## config.mk

```make
export PLATFORM = sky130hd
export DESIGN_NAME = updown_mod_counter_flat
export DESIGN_NICKNAME = d
export VERILOG_FILES = /design/src/rtl/updown_mod_counter_pkg.sv /design/src/rtl/updown_mod_counter_if.sv /design/src/rtl/updown_mod_counter_step.sv /design/src/rtl/updown_mod_counter.sv /design/src/flat_wrapper.sv
export SDC_FILE = /design/constraint.sdc
export NUM_CORES = 1
export LEC_CHECK = 0
export CORE_AREA = 8 8 45 47
export DETAILED_ROUTE_END_ITERATION = 12
export DIE_AREA = 0 0 53 55
export PLACE_DENSITY = 0.73
export SLEW_MARGIN = 10
export SYNTH_ARGS = -nofsm -noshare
export SYNTH_HDL_FRONTEND = slang
export SYNTH_SLANG_ARGS = --single-unit
```

## constraint.sdc

```tcl
create_clock -name clk -period 1.35 [get_ports clk]
set_input_delay 0.135 -clock clk [delete_from_list [all_inputs] [get_ports clk]]
set_output_delay 0.135 -clock clk [all_outputs]
set_load 0.01 [all_outputs]
```

## src/rtl/updown_mod_counter_pkg.sv

```systemverilog
// ============================================================================
// Module   : cnt_pkg (package)
// Purpose  : Shared constants for the up/down modulo counter slice:
//            direction encodings, default WIDTH/MODULUS and a modulus
//            legality helper used at elaboration time.
// Ports    : none (package)
// Revision : 1.0 - initial release
// ============================================================================
`default_nettype none

package cnt_pkg;

  // Direction encodings on up_dn
  localparam logic CNT_UP = 1'b1;
  localparam logic CNT_DN = 1'b0;

  // Default geometry
  localparam int CNT_WIDTH_DEF   = 4;
  localparam int CNT_MODULUS_DEF = 16;

  // True when MODULUS fits the range 2..2^WIDTH
  function automatic bit modulus_legal(input int width, input int modulus);
    return (modulus >= 2) && (longint'(modulus) <= (longint'(1) << width));
  endfunction

endpackage : cnt_pkg

`default_nettype wire

```

## src/rtl/updown_mod_counter_if.sv

```systemverilog
// ============================================================================
// Module   : updown_mod_counter_if (interface)
// Purpose  : Control/status bundle of the up/down modulo counter.
// Ports    : master - drives en, up_dn, load, load_val, ovf_clr;
//                     observes count, tc, wrap_p, ovf
//            slave  - the counter side (mirror of master)
// Revision : 1.0 - initial release
// ============================================================================
`default_nettype none

interface updown_mod_counter_if
  import cnt_pkg::*;
#(
  parameter int WIDTH = CNT_WIDTH_DEF
);

  logic             en;
  logic             up_dn;
  logic             load;
  logic [WIDTH-1:0] load_val;
  logic             ovf_clr;
  logic [WIDTH-1:0] count;
  logic             tc;
  logic             wrap_p;
  logic             ovf;

  modport master (
    output en, up_dn, load, load_val, ovf_clr,
    input  count, tc, wrap_p, ovf
  );

  modport slave (
    input  en, up_dn, load, load_val, ovf_clr,
    output count, tc, wrap_p, ovf
  );

endinterface : updown_mod_counter_if

`default_nettype wire

```

## src/rtl/updown_mod_counter_step.sv

```systemverilog
// ============================================================================
// Module   : cnt_step
// Purpose  : Combinational next-count computation for one enabled step of
//            a modulo-MODULUS up/down counter, plus the boundary (wrap)
//            indication for the current direction.
// Ports    : i_count      - current count
//            i_up_dn      - direction (CNT_UP / CNT_DN)
//            o_next_count - count after one step, always 0..MODULUS-1
//            o_at_wrap    - current count sits on the boundary it would wrap
// Revision : 1.0 - initial release
// ============================================================================
`default_nettype none

module cnt_step
  import cnt_pkg::*;
#(
  parameter int WIDTH   = CNT_WIDTH_DEF,
  parameter int MODULUS = CNT_MODULUS_DEF
) (
  input  wire logic [WIDTH-1:0] i_count,
  input  wire logic             i_up_dn,
  output logic      [WIDTH-1:0] o_next_count,
  output logic                  o_at_wrap
);

  localparam logic [WIDTH-1:0] C_MAX_COUNT = WIDTH'(MODULUS - 1);

  // The boundary is tested before the +1/-1, so the arithmetic never leaves
  // WIDTH bits even when MODULUS == 2^WIDTH.
  always_comb begin
    o_next_count = i_count;
    o_at_wrap    = 1'b0;
    if (i_up_dn == CNT_UP) begin
      if (i_count == C_MAX_COUNT) begin
        o_next_count = '0;
        o_at_wrap    = 1'b1;
      end else begin
        o_next_count = i_count + 1'b1;
      end
    end else begin
      if (i_count == '0) begin
        o_next_count = C_MAX_COUNT;
        o_at_wrap    = 1'b1;
      end else begin
        o_next_count = i_count - 1'b1;
      end
    end
  end

endmodule : cnt_step

`default_nettype wire

```

## src/rtl/updown_mod_counter.sv

```systemverilog
// ============================================================================
// Module   : updown_mod_counter
// Purpose  : Loadable modulo-MODULUS up/down counter with terminal count,
//            registered wrap pulse and optional sticky overflow flag.
//            Update priority per edge: rst > load > en > hold.
// Ports    : clk     - clock, rising edge
//            rst     - synchronous active-high reset
//            bus     - updown_mod_counter_if.slave:
//                      en, up_dn, load, load_val, ovf_clr (in)
//                      count, tc, wrap_p, ovf (out)
// Config   : UPDOWN_CNT_STICKY_OVF_EN - when defined, ovf sets on every wrap
//            and holds until ovf_clr (set wins); otherwise ovf is 0 and
//            ovf_clr is ignored.
// Revision : 1.0 - initial release
// ============================================================================
`default_nettype none

module updown_mod_counter
  import cnt_pkg::*;
#(
  parameter int WIDTH   = CNT_WIDTH_DEF,
  parameter int MODULUS = CNT_MODULUS_DEF
) (
  input wire logic            clk,
  input wire logic            rst,
  updown_mod_counter_if.slave bus
);

  generate
    if (!modulus_legal(WIDTH, MODULUS)) begin : g_bad_modulus
      $error("updown_mod_counter: MODULUS must lie in 2..2^WIDTH");
    end
  endgenerate

  localparam logic [WIDTH-1:0] C_MAX_COUNT = WIDTH'(MODULUS - 1);
  // One extra bit so MODULUS == 2^WIDTH is representable for the load check
  localparam logic [WIDTH:0]   C_MOD_EXT   = (WIDTH + 1)'(MODULUS);

  logic [WIDTH-1:0] count_q, count_d;
  logic             wrap_p_q, wrap_p_d;
  logic [WIDTH-1:0] w_step_count;
  logic [WIDTH-1:0] w_load_sat;
  logic             w_at_wrap;
  logic             w_tc;

  cnt_step #(
    .WIDTH   (WIDTH),
    .MODULUS (MODULUS)
  ) u_step (
    .i_count      (count_q),
    .i_up_dn      (bus.up_dn),
    .o_next_count (w_step_count),
    .o_at_wrap    (w_at_wrap)
  );

  // Out-of-range load values saturate to the top of the count range
  assign w_load_sat = ({1'b0, bus.load_val} < C_MOD_EXT) ? bus.load_val : C_MAX_COUNT;

  // A wrap happens exactly on an edge where tc is high
  assign w_tc = bus.en & ~bus.load & w_at_wrap;

  always_comb begin
    count_d = count_q;
    if (bus.load) begin
      count_d = w_load_sat;
    end else if (bus.en) begin
      count_d = w_step_count;
    end
    wrap_p_d = w_tc;
  end

  always_ff @(posedge clk) begin
    if (rst) begin
      count_q  <= '0;
      wrap_p_q <= 1'b0;
    end else begin
      count_q  <= count_d;
      wrap_p_q <= wrap_p_d;
    end
  end

`ifdef UPDOWN_CNT_STICKY_OVF_EN
  logic ovf_q, ovf_d;

  // Set is applied last so a wrap on the same edge as ovf_clr keeps ovf high
  always_comb begin
    ovf_d = ovf_q;
    if (bus.ovf_clr) begin
      ovf_d = 1'b0;
    end
    if (w_tc) begin
      ovf_d = 1'b1;
    end
  end

  always_ff @(posedge clk) begin
    if (rst) begin
      ovf_q <= 1'b0;
    end else begin
      ovf_q <= ovf_d;
    end
  end

  assign bus.ovf = ovf_q;
`else
  logic unused_ovf_clr;
  assign unused_ovf_clr = bus.ovf_clr;
  assign bus.ovf        = 1'b0;
`endif

  assign bus.count  = count_q;
  assign bus.tc     = w_tc;
  assign bus.wrap_p = wrap_p_q;

endmodule : updown_mod_counter

`default_nettype wire

```

## src/flat_wrapper.sv

```systemverilog
// flat-port wrapper written by rule: the top's interface ports become plain ports
module updown_mod_counter_flat import cnt_pkg::*;
#(
  parameter int WIDTH   = CNT_WIDTH_DEF,
  parameter int MODULUS = CNT_MODULUS_DEF
)
  (clk, rst, bus_en, bus_up_dn, bus_load, bus_load_val, bus_ovf_clr, bus_count, bus_tc, bus_wrap_p, bus_ovf);
  updown_mod_counter_if #(.WIDTH(WIDTH)) bus_i ();
  input wire logic clk;
  input wire logic rst;
  input wire logic [$bits(bus_i.en)-1:0] bus_en;
  input wire logic [$bits(bus_i.up_dn)-1:0] bus_up_dn;
  input wire logic [$bits(bus_i.load)-1:0] bus_load;
  input wire logic [$bits(bus_i.load_val)-1:0] bus_load_val;
  input wire logic [$bits(bus_i.ovf_clr)-1:0] bus_ovf_clr;
  output wire logic [$bits(bus_i.count)-1:0] bus_count;
  output wire logic [$bits(bus_i.tc)-1:0] bus_tc;
  output wire logic [$bits(bus_i.wrap_p)-1:0] bus_wrap_p;
  output wire logic [$bits(bus_i.ovf)-1:0] bus_ovf;
  assign bus_i.en = bus_en;
  assign bus_i.up_dn = bus_up_dn;
  assign bus_i.load = bus_load;
  assign bus_i.load_val = bus_load_val;
  assign bus_i.ovf_clr = bus_ovf_clr;
  assign bus_count = bus_i.count;
  assign bus_tc = bus_i.tc;
  assign bus_wrap_p = bus_i.wrap_p;
  assign bus_ovf = bus_i.ovf;
  updown_mod_counter #(.WIDTH(WIDTH), .MODULUS(MODULUS)) u_core (.clk(clk), .rst(rst), .bus(bus_i));
endmodule
```

==> impl_metrics.ini, run 1 <==
[placed_design]
dp_slack_ns = -0.558
placed_cells = 89
post_dp_cell_area_sq_um = 638
port_buffers = 14
dp.final_hpwl_microns = 899
gp_routability_congestion = 0.818

[floorplanning]
coreArea_sq_um = 1380
io_pins = 17
row_count = 14
start_util_pct = 28.8
die_h_microns = 55
die_area_sq_um = 2920
die_w_microns = 53

[yosys]
yosys_most_used_dff = dfxtp_1
async_flop_share_pct = 0
avgSynthCellArea_sq_um = 7.68
yosys.area.top_type = dfxtp_1
synth.distinct_cells = 27
synth-edff-count = 0
synth_fa_ha_area_share_pct = 6.27
synth_mux_area_share_pct = 5.33
synth_top_family_by_area = simple AND/OR/NAND/NOR gates
synth-xor-area-share_pct = 4.39
synth_seq_cells = 5
ys_seq_area_share_pct = 25.1
synth_compound_area_share_pct = 21.6
synthSimpleGateAreaFrac_pct = 24.8
synth_area_leaders = dfxtp_1 25%, a21oi_1 8.8%, ha_1 6.3%
synth_top_cell_area_share_pct = 25.1
ys_warn_count = 0
synthCells = 52
syn_area_sq_um = 399
syn-num-nets = 64

[worst_setup_path]
cpLargestDelayFamily = simple AND/OR/NAND/NOR gates
critPathRequiredTime_ns = 1.22
cp_slowest_cell = or3b_4
path_max_fanout = 2
worst_setup_path_start_kind = register
slowest_delay_ns = 0.39
cp_data_arrival_time_ns = 1.51
cp-end-kind = output port
critical_path_class = reg2out
critPathBufInv = 2
path_cells = inv_4 -> ha_4 -> or3b_4 -> nor2_4 -> a21oi_2 -> nor2_1 -> buf_2

[drt]
drc = 0
wl_per_cell_microns = 12.8
ant_nets = 0
first_pass_iters = 4
finalWirelength_microns = 1230
vias = 479
drtIter0Drc = 8
vias_per_cell = 4.99

[run_status]
failed_checks = negative setup slack
status = finished, violations left

[final_layout]
final_layout_size_suffix_gt1_share_pct = 41.3
multiInputGateArea_sq_um = 294
syn2layout_area_growth_pct = 76.5
final_area_sq_um = 704
fin_cells = 96
utilization_pct = 50.9
fin_nets = 93
nFillCells = 143
seq_area_sq_um = 109
num_antenna_cells = 0

[power]
power_density_nw_per_um2 = 789
p_leak_nw = 0.304
ir_drop_v = 0.000502

[clock_tree]
ctsLongestPathBuffers = 2
insertion_delay_ns = 0.25
ctsHoldBuffers = 0
cts_max_level = 1
cts-root-buf = clkbuf_4
clock-sinks = 5
clkSlewWorstSetupHoldPaths_ns = 0.04
tritoncts = done
cts_made_buffers = 3

[global_routing]
grt_pass1_vias = 460
antenna_found_initial = 0
grt_pass1_wl_microns = 1950
grt_max_degree = 9
track_usage_pct = 9.34
grt-ovfl-total = 0

[sta]
layout_min_cycle_time_ns = 1.64
hold_viol = 0
rsz0062_at_grt = true
slew_viol_final = 0
fin_ws_ns = -0.294
timing.final.crit_share_pct = 122
fin_skew_ns = 0.00719
finalSetupViolations = 4
max_freq_mhz = 608

[hold_path]
hold_class = in2reg

[flow_run]
drv_cap = 0
## layout make-up
type,count,area share [%]
multi-input cells,38,41.7
repair buffers,27,32.3
flip-flops and latches,5,15.5
inverters,6,3.91
clock buffers,4,3.73
well taps,16,2.84
## worst reg2reg max path, cell delays in order, from the launching register on
cell and delay, ns:
dfxtp_4 0.34, buf_4 0.16, ha_1 0.21, buf_4 0.14, a21oi_2 0.08, o21ai_0 0.07
a211o_2 0.33, a31oi_1 0.14
## path summary, 6_finish.rpt
| kind | startpoint | endpoint | slack, ns | cells after the start |
|---|---|---|---|---|
| min | bus_load_val[0] | u_core.bus.count[0]$_SDFFE_PP0P_ | 0.44 | 3 |
| min reg2reg | u_core.bus.count[2]$_SDFFE_PP0P_ | u_core.bus.wrap_p$_SDFF_PP0_ | 0.60 | 2 |
| max reg2reg | u_core.bus.count[0]$_SDFFE_PP0P_ | u_core.bus.count[3]$_SDFFE_PP0P_ | -0.19 | 7 |
| max | u_core.bus.count[0]$_SDFFE_PP0P_ | bus_tc | -0.29 | 7 |
## sequential cells by signal, summed over array words and instances (netlist names)
signal             count
u_core.bus.wrap_p      1
u_core.bus.count       4
## cell usage in the layout (no fill, tap or decap)
cell and count:
a31oi_1 1, mux2i_1 1, clkdlybuf4s50_1 9, or3b_4 1, nand4_1 1, dfxtp_4 2, ha_1 1, and3_4 1
nand2_1 2, xnor2_1 2, ha_4 1, o21ai_1 2, dfxtp_1 2, nor3b_1 1, nor3_1 1, a211o_2 1
clkbuf_1 1, nor2b_1 1, nor2_1 3, nand2_2 1, inv_4 2, dlygate4sd2_1 4, buf_2 1, a21oi_2 3
inv_1 4, nor4b_1 1, o21ai_0 2, nand2b_4 1, nor2_4 1, dfxtp_2 1, conb_1 1, clkbuf_4 3
mux2_2 1, o21a_1 1, a21oi_1 4, a211oi_1 1, or4b_1 1, buf_4 13
## report_power, final
group	total, mW	switching, mW	internal (mW)	leakage (nW)
Combinational	0.202	0.0879	0.115	0.246
Clock	0.184	0.0714	0.112	0.0150
Sequential	0.170	0.0113	0.158	0.0428
## synthesized netlist by cell type (all sizes together) (2+ instances only)
cell type / instances
a21oi: 7
buf: 3
dfxtp: 5
ha: 2
inv: 6
nand2: 3
nor2: 4
o21ai: 4
xnor2: 2
## metrics by stage
stage	setup TNS (ns)	total power [mW]	hold slack (ns)
after global placement	-0.962	0.352	0.611
after floorplan	-0.0278	0.267	0.194
after global routing	-1.08	0.596	0.483
after detailed placement	-1.03	0.356	0.620
final	-0.750	0.556	0.444
after CTS	-0.633	0.547	0.432
## timing repair
item | in CTS | in global routing
setup endpoints to repair | 8 | 4
setup buffers | 1 | 2
pin swaps | 3 | 4
resized for setup | 14 | 4
## metal layers
layer  vias to the layer above  global-route usage [%]  wire, microns
met2                        20                    13.5            580
met4                         0                    7.76             28
met1                       216                    10.0            499
met3                         4                    4.81            119
met5                         -                       0              0
li1                        239                       -              -
## cell families after synthesis
| logic type | after synthesis |
|---|---|
| other cells | 1 |
| xor+xnor | 2 |
| mux | 2 |
| simple gates | 16 |
| compound gates | 15 |
| fa+ha+maj | 2 |
| buf+inv | 9 |
| flops | 5 |
No activity file was read; power rests on OpenSTA's default activity.
==> inputs of run 2 (changes only) <==
- DONT_BUFFER_PORTS: unset -> 1
- PLACE_DENSITY: 0.73 -> 0.56
==> impl_metrics.ini, run 2 (synthesis results as in run 1) <==
[run_status]
status = finished, violations left
failed_checks = negative setup slack

[power]
ir_drop_v = 0.000550
clkPwrFrac_pct = 33.6
power_density_nw_per_um2 = 858
seqPwrFrac_pct = 33.6
p_int_uw = 360
swShare_pct = 28.9
p_leak_nw = 0.235
p_sw_uw = 146
p_comb_share_pct = 32.9

[final_layout]
largest_reg_flops = 4
fin_nets = 79
layout_common_cells = 12 x buf_4, 4 x inv_1, 4 x a21oi_1
final_area_sq_um = 591
num_antenna_cells = 0
seq_area_sq_um = 108
mostFrequentLayoutCell = buf_4
multiInputGateArea_sq_um = 309
nFillCells = 145
final_layout_size_suffix_gt1_share_pct = 48.5
syn2layout_area_growth_pct = 48.0

[drt]
dr.max_layer_used = met3
wl_met1_microns = 493
first_pass_iters = 4
vias_per_cell = 4.91
drc = 0
ant_nets = 0
vias = 403
finalWirelength_microns = 1170
dr_wl_met2_microns = 551
wl_per_cell_microns = 14.2
dr_wl_met3_microns = 122
drtIter0Drc = 5

[floorplanning]
coreArea_sq_um = 1380
die_w_microns = 53
row_count = 14
die_area_sq_um = 2920
die_h_microns = 55
io_pins = 17
start_util_pct = 28.8

[worst_setup_path]
ff2ff_path_depth = 7
cpLargestDelayFamily = simple AND/OR/NAND/NOR gates
path_cells = inv_4 -> ha_4 -> or3b_4 -> nor2_4 -> a21oi_2 -> nor2_2
r2r-end = u_core.bus.count[0]$_SDFFE_PP0P_
rr_startpoint = u_core.bus.count[0]$_SDFFE_PP0P_
cp_data_arrival_time_ns = 1.44
path_max_fanout = 3
slowest_delay_ns = 0.39
cp-end-kind = output port
critical_path_class = reg2out
worst_setup_path_start_kind = register
critPathRequiredTime_ns = 1.22
ff2ff_setup_slack_ns = -0.11
cp_slowest_cell = or3b_4
critPathBufInv = 1

[global_routing]
grt_pass1_wl_microns = 1880
track_usage_pct = 8.79
grt-ovfl-total = 0
antenna_found_initial = 0
grt_max_degree = 10
grt_pass1_vias = 427

[clock_tree]
clock-sinks = 5
ctsLongestPathBuffers = 2
cts_max_level = 1
cts_made_buffers = 3
tritoncts = done
cts-root-buf = clkbuf_4
clkSlewWorstSetupHoldPaths_ns = 0.04
insertion_delay_ns = 0.24

[hold_path]
min_path_cells = 1
min-delay-start = bus_load
hold_class = in2reg
hold_path_end = u_core.bus.count[2]$_SDFFE_PP0P_

[placed_design]
dp.final_hpwl_microns = 833
post_dp_cell_area_sq_um = 475
gp_routability_congestion = 0.823
port_buffers = 0

[sta]
holdWs_ns = 0.0202
layout_min_cycle_time_ns = 1.57
fin_ws_ns = -0.221
timing.final.crit_share_pct = 116
max_freq_mhz = 636
slew_viol_final = 0
hold_viol = 0
rsz0062_at_grt = true
fin_skew_ns = 0.00219
finalSetupViolations = 3

[flow_run]
drv_cap = 0
==> run 2: per-layer routing <==
layer,up-vias,GRT usage (%)
met5,-,0
met2,13,14.8
li1,209,-
met3,0,6.15
met4,0,1.29
met1,181,8.94
==> run 2: worst max path at each step <==
stage,from,endpoint,slack [ns],cells past startpoint
after CTS,u_core.bus.count[0]$_SDFFE_PP0P_,bus_tc,-0.23,6
after detailed placement,u_core.bus.count[1]$_SDFFE_PP0P_,bus_tc,-0.07,6
after global placement,u_core.bus.count[1]$_SDFFE_PP0P_,bus_tc,-0.05,6
final,u_core.bus.count[0]$_SDFFE_PP0P_,bus_tc,-0.22,6
after floorplan,u_core.bus.count[1]$_SDFFE_PP0P_,bus_tc,-0.03,6
after global routing,u_core.bus.count[0]$_SDFFE_PP0P_,bus_tc,-0.29,6
==> run 2: power groups by stage <==
stage               Clock, mW  Combinational, mW  Sequential, mW
floorplan                   0             0.0875           0.179
global placement            0              0.124           0.172
detailed placement          0              0.127           0.172
CTS                     0.177              0.151           0.170
global route            0.190              0.186           0.171
finish                  0.170              0.166           0.170
==> run 2: area by class of cell <==
class,instances,share of cell area [%]
timing repair buffer,13,16.9
tap,16,3.39
multi-input combinational,38,52.3
inverter,6,4.66
sequential,5,18.2
clock buffer,4,4.45
==> run 2: repair_timing <==
action / 4_1_cts / 5_1_grt
hold endpoints to repair: 4 / 0
pin swaps: 4 / 4
setup endpoints to repair: 4 / 5
buffers inserted: 3 / 2
gates resized for setup: 8 / 5
hold buffers: 1 / 0
==> run 2: per-stage QoR <==
stage / power [mW] / setup TNS, ns / utilization, % / std cells / setup slack (ns)
floorplan: 0.267 / -0.0278 / - / 52 / -0.0278
global placement: 0.296 / -0.103 / 34.4 / 72 / -0.0534
detailed placement: 0.299 / -0.153 / 34.4 / 72 / -0.0682
CTS: 0.498 / -0.251 / 40.8 / 80 / -0.233
global route: 0.546 / -0.675 / 42.7 / 82 / -0.291
finish: 0.507 / -0.355 / 42.7 / 82 / -0.221
